### config.mk
export PLATFORM = sky130hd
export DESIGN_NAME = tlb_op_controller
export DESIGN_NICKNAME = d
export VERILOG_FILES = /design/src/rtl/tlb_op_controller.sv
export SDC_FILE = /design/constraint.sdc
export NUM_CORES = 1
export LEC_CHECK = 0
export BUFFER_PORTS_ARGS = -buffer_cell sky130_fd_sc_hd__buf_4
export CAP_MARGIN = 20
export CELL_PAD_IN_SITES_DETAIL_PLACEMENT = 1
export CELL_PAD_IN_SITES_GLOBAL_PLACEMENT = 1
export CORE_MARGIN = 3
export CORE_UTILIZATION = 35
export CTS_BUF_LIST = sky130_fd_sc_hd__clkbuf_2 sky130_fd_sc_hd__clkbuf_4 sky130_fd_sc_hd__clkbuf_8
export DETAILED_ROUTE_END_ITERATION = 16
export PLACE_DENSITY = 0.9
export SYNTH_ARGS = -nofsm -noshare
export SYNTH_HDL_FRONTEND = slang
export SYNTH_SLANG_ARGS = --single-unit
### constraint.sdc
create_clock -name clock -period 2.2 [get_ports clock]
set_input_delay 0.33 -clock clock [delete_from_list [all_inputs] [get_ports clock]]
set_output_delay 0.33 -clock clock [all_outputs]
set_load 0.05 [all_outputs]
### src/rtl/tlb_op_controller.sv
// TLB management-operation sequencer: probe, indexed read/write, random write and
// invalidate-all against external key/value memories, sharing the search port with translation.
module tlb_op_controller #(
  parameter int unsigned FIXED_ENTRIES = 4,
  parameter logic [19:0] INVALID_KEY   = 20'hC0000
) (
  input  logic        clock,
  input  logic        resetN,
  input  logic        cmdValid,
  output logic        cmdReady,
  input  logic [2:0]  cmdOp,
  input  logic [4:0]  cmdIndex,
  input  logic [19:0] cmdKey,
  input  logic [21:0] cmdValue,
  output logic        rspValid,
  input  logic        rspReady,
  output logic        rspFound,
  output logic [4:0]  rspIndex,
  output logic [19:0] rspKey,
  output logic [21:0] rspValue,
  input  logic [19:0] translateKey,
  output logic        translateStall,
  output logic [4:0]  keyAccessIndex,
  input  logic [19:0] keyReadValue,
  output logic [19:0] keyWriteValue,
  output logic        keyWriteEnable,
  output logic [19:0] keySearchKey,
  input  logic        keyFound,
  input  logic [4:0]  keyFoundIndex,
  output logic [4:0]  valueAccessIndex,
  input  logic [21:0] valueReadValue,
  output logic [21:0] valueWriteValue,
  output logic        valueWriteEnable,
  output logic [4:0]  randomIndex
);

  typedef enum logic [1:0] {
    IDLE,
    EXEC,
    FLUSH,
    RESP
  } state_t;

  localparam logic [2:0] OP_PROBE        = 3'd0;
  localparam logic [2:0] OP_READ         = 3'd1;
  localparam logic [2:0] OP_WRITE        = 3'd2;
  localparam logic [2:0] OP_WRITE_RANDOM = 3'd3;
  localparam logic [2:0] OP_INVALIDATE   = 3'd4;

  localparam logic [4:0] LAST_IDX  = '1;
  localparam logic [4:0] FIXED_IDX = 5'(FIXED_ENTRIES);

  state_t      r_state;
  state_t      w_nextState;
  logic [2:0]  r_op;
  logic [4:0]  r_index;
  logic [19:0] r_key;
  logic [21:0] r_value;
  logic [4:0]  r_flushCnt;
  logic [4:0]  r_random;
  logic        r_rspFound;
  logic [4:0]  r_rspIndex;
  logic [19:0] r_rspKey;
  logic [21:0] r_rspValue;
  logic        w_writeEn;

  always_ff @(posedge clock) begin
    if (!resetN) begin
      r_state <= IDLE;
    end else begin
      r_state <= w_nextState;
    end
  end

  always_comb begin
    w_nextState = r_state;
    case (r_state)
      IDLE: begin
        if (cmdValid) begin
          if (cmdOp <= OP_WRITE_RANDOM) begin
            w_nextState = EXEC;
          end else if (cmdOp == OP_INVALIDATE) begin
            w_nextState = FLUSH;
          end else begin
            w_nextState = RESP;
          end
        end
      end
      EXEC:  w_nextState = RESP;
      FLUSH: begin
        if (r_flushCnt == LAST_IDX) begin
          w_nextState = RESP;
        end
      end
      RESP: begin
        if (rspReady) begin
          w_nextState = IDLE;
        end
      end
      default: w_nextState = IDLE;
    endcase
  end

  always_comb begin
    keyAccessIndex  = r_index;
    keyWriteValue   = r_key;
    valueWriteValue = r_value;
    keySearchKey    = translateKey;
    translateStall  = 1'b0;
    w_writeEn       = 1'b0;
    case (r_state)
      EXEC: begin
        case (r_op)
          OP_PROBE: begin
            keySearchKey   = r_key;
            translateStall = 1'b1;
          end
          OP_WRITE: begin
            w_writeEn = 1'b1;
          end
          OP_WRITE_RANDOM: begin
            keyAccessIndex = r_random;
            w_writeEn      = 1'b1;
          end
          default: ;
        endcase
      end
      FLUSH: begin
        keyAccessIndex  = r_flushCnt;
        keyWriteValue   = INVALID_KEY;
        valueWriteValue = '0;
        w_writeEn       = 1'b1;
      end
      default: ;
    endcase
  end

  // Strobes are qualified by resetN so the edge that resets a flush commits no write.
  assign keyWriteEnable   = w_writeEn & resetN;
  assign valueWriteEnable = w_writeEn & resetN;
  assign valueAccessIndex = keyAccessIndex;

  assign cmdReady    = (r_state == IDLE);
  assign rspValid    = (r_state == RESP);
  assign rspFound    = r_rspFound;
  assign rspIndex    = r_rspIndex;
  assign rspKey      = r_rspKey;
  assign rspValue    = r_rspValue;
  assign randomIndex = r_random;

  always_ff @(posedge clock) begin
    if (!resetN) begin
      r_op       <= '0;
      r_index    <= '0;
      r_key      <= '0;
      r_value    <= '0;
      r_flushCnt <= '0;
      r_rspFound <= 1'b0;
      r_rspIndex <= '0;
      r_rspKey   <= '0;
      r_rspValue <= '0;
    end else begin
      case (r_state)
        IDLE: begin
          if (cmdValid) begin
            r_op       <= cmdOp;
            r_index    <= cmdIndex;
            r_key      <= cmdKey;
            r_value    <= cmdValue;
            r_flushCnt <= '0;
            r_rspFound <= 1'b0;
            r_rspIndex <= '0;
            r_rspKey   <= '0;
            r_rspValue <= '0;
          end
        end
        EXEC: begin
          case (r_op)
            OP_PROBE: begin
              r_rspFound <= keyFound;
              r_rspIndex <= keyFound ? keyFoundIndex : '0;
            end
            OP_READ: begin
              r_rspKey   <= keyReadValue;
              r_rspValue <= valueReadValue;
              r_rspIndex <= r_index;
            end
            OP_WRITE:        r_rspIndex <= r_index;
            OP_WRITE_RANDOM: r_rspIndex <= r_random;
            default: ;
          endcase
        end
        FLUSH: begin
          r_flushCnt <= r_flushCnt + 5'd1;
          if (r_flushCnt == LAST_IDX) begin
            r_rspIndex <= LAST_IDX;
          end
        end
        default: ;
      endcase
    end
  end

  // Free-running replacement pointer, cycling 31 down to FIXED_ENTRIES.
  always_ff @(posedge clock) begin
    if (!resetN) begin
      r_random <= '1;
    end else if (r_random == FIXED_IDX) begin
      r_random <= '1;
    end else begin
      r_random <= r_random - 5'd1;
    end
  end

endmodule

==> results.toml <==
[run_status]
status = "finished with violations"
violations = "negative setup slack"

[placement]
placed_cell_area_sq_um = 7700
pre_cts_slack_ps = 4.82
dp_hpwl_um = 14100
port_buffers = 251
gp_congestion = 0.789

[timing]
setup_viol = 30
rsz0062_at_grt = "true"
worstMarginPinSlew_ps = 673
period_minus_slack_ps = 2310
maxSlewHeadroom_pct = 54.6
slew_viol_final = 0
tns_ps = -2330
fmax_mhz = 433
skew_ps = 11.2
layout_setup_ws_ps = -108
finalCritPeriodShare_pct = 105
whs_ps = 186
final-hold-violation-count = 0

[power]
p_clk_share_pct = 12.1
power_density_nw_per_um2 = 1140
switching_share_pct = 48.6
peakVddDrop_uv = 534
p_sw_w = 0.00474
p_int_w = 0.00501
seqPwrFrac_pct = 26.3
p_leak_nw = 3.65
power_frac_comb_pct = 61.7

[synthesis]
ys_seq_area_share_pct = 38.9
synth_area_leaders = "dfxtp_1, nand2_1, a21boi_2"
synthSimpleGateAreaFrac_pct = 27.3
synth_xor_area_share_pct = 0.619
netlist_area_sq_um = 5660
synth_warnings = 0
synth_cell_types = 45
async_reset_ff_share_pct = 0
synth_nets = 760
synth_area_leader_cell = "dfxtp_1"
synthMuxAreaShare_pct = 4.69
syn_avg_cell_area_sq_um = 8.99
synth_fa_ha_area_share_pct = 1.99
synth-compound-area-share_pct = 20.4
yosysMostFrequentCell = "nand2_1"
ys_top_cells_by_count = "nand2_1, dfxtp_1, a21boi_0"
synth_edf_count = 0
yosys_register_bits = 110
synth_top_area_share_pct = 38.9
synth_top_family_by_area = "simple AND/OR/NAND/NOR gates"
synthesis.instances = 629
yosys_most_used_dff = "dfxtp_1"

[critical_path]
startpoint_type = "flip-flop"
cp_slowest_cell = "dfxtp_4"
end_kind = "output pin"
regToRegEndpoint = "rspFound"
critical_path.max_stage_delay_ps = 370
arrival_ps = 1980
path_max_fanout = 6
path_class = "reg2out"
crit_family = "buffers and inverters"
required_ps = 1870
rr_startpoint = "r_state[1]"
worst-path-buf-inv = 4
crit_chain = "inv_4, ha_4, nor4b_4, buf_6, buf_12, mux2_4, buf_8"
rr_worst_depth = 10
r2r_setup_slack_ps = 190

[die]
dieHeight_um = 133
core-area_sq_um = 15500
die-area_sq_um = 17700
start_util_pct = 36.5
ios = 252
die_w_um = 133
row_count = 45

[drt]
ant_nets = 0
drt_iter0_markers = 220
routed_via_density = 4.92
vias = 5359
drc = 0
firstDrtPassIters = 4
drt_wl_total_um = 20200
wire_per_inst_um = 18.5

[finish]
n_antenna_cell = 0
area.growth.synth_to_final_pct = 51.1
final_nets = 1005
drive_gt1_share_pct = 49.8
fillerInstances = 1768
area.sequential_sq_um = 2210
multi_input_area_sq_um = 3310
final_cell_area_sq_um = 8540

[clocking]
clock_latency_ps = 390
tritoncts = "done"
htree_levels = 3
cts_max_path_buffers = 2
cts_buffers = 9
clkTransAtPathRegs_ps = 110
cts_sinks = 110
cts-root-buf = "clkbuf_8"

[flow_run]
maxCapViolCount = 0

[global_routing]
antenna_found_initial = 0
gr-usage-all-layers_pct = 21.9
grt_max_degree = 51
grt_overflow_total = 0
grt_pass1_vias = 5736
grt_pass1_wl_um = 31300

[min_path]
holdCritStartpoint = "cmdValue[0]"
whs_path_depth = 3
hold_path.class = "in2reg"
whs_endpoint = "r_value[0]"
[worst register-to-register path: stages, from the launching register on]
cell	delay (ps)
dfxtp_4	370
inv_4	60
ha_4	130
nor4b_4	220
buf_4	210
buf_8	140
buf_4	140
buf_4	130
mux2i_1	240
nor2_1	90
o21a_1	190
[power groups by stage]
stage	registers, W	clock network (W)	logic [W]
6_report	0.00256	0.00118	0.00602
5_1_grt	0.00261	0.00130	0.00637
4_1_cts	0.00255	0.00122	0.00578
3_5_place_dp	0.00258	0	0.00518
3_3_place_gp	0.00256	0	0.00511
2_1_floorplan	0.00297	0	0.00327
[through the flow]
stage | instances | util, % | total power [W]
after global routing | 1090 | 55.2 | 0.0103
after global placement | 1054 | 49.8 | 0.00768
after floorplan | 629 | - | 0.00625
after CTS | 1082 | 53.9 | 0.00955
final | 1090 | 55.2 | 0.00975
after detailed placement | 1054 | 49.8 | 0.00776
[worst max path at each step]
stage	from	endpoint	slack (ps)	depth (start not counted)
5_1_grt	r_state[1]	keySearchKey[0]	-180	7
3_5_place_dp	r_state[1]	keySearchKey[10]	5	6
3_3_place_gp	r_state[1]	keySearchKey[3]	100	6
6_report	r_state[1]	keySearchKey[14]	-110	7
4_1_cts	r_state[1]	keySearchKey[0]	-170	8
2_1_floorplan	r_state[0]	valueWriteEnable	-70	7
[final cells by class]
class / count / share of cell area [%]
clock inverter: 5 / 0.381
sequential: 110 / 25.9
timing repair buffer: 289 / 29.9
inverter: 5 / 0.249
clock buffer: 11 / 1.70
tap: 211 / 3.09
multi-input combinational: 459 / 38.8
[layer usage]
metal  vias to the layer above  wire length, um  track usage, %
li1                       2588                -               -
met1                      2559             8100            25.8
met2                       181            10300            38.1
met3                        31             1430            7.40
met4                         0              409            6.00
met5                         -                0               0
[cells by family (layout without fill, tap and decap cells)]
family                     after synthesis  count (layout)
adders and majority gates                9               9
DFF                                    110             110
and+or+nand+nor                        291             291
xor gates and xnor gates                 4               4
AOI/OAI and AO/OA                      131             131
buffers and inverters                   60             310
muxes                                   24              24
[placed cells by master (no fill, tap or decap), drive strengths merged, types with 4 or more instances in the layout]
cell,instances
a21boi,94
a22o,10
a32o,6
and2,5
buf,287
clkbuf,13
dfxtp,110
ha,9
inv,7
mux2,20
mux2i,4
nand2,169
nand2b,5
nand3,44
nor2,8
nor2b,47
o21ai,5
o22ai,4
[flip-flops by register name, summed over array words and instances (netlist names)]
signal / cells
r_value: 22
rspValue: 22
r_key: 20
rspKey: 20
r_flushCnt: 5
r_index: 5
randomIndex: 5
rspIndex: 5
r_op: 3
r_state: 2
rspFound: 1
[timing repair]
| item | 4_1_cts | 5_1_grt |
|---|---|---|
| pin swaps | 7 | 8 |
| cloned | 3 | 0 |
| hold buffers | 0 | 0 |
| setup buffers | 9 | 11 |
| endpoints found under the setup margin | 58 | 58 |
| resized for setup | 86 | 41 |
Power figures use the tool's default switching activity.
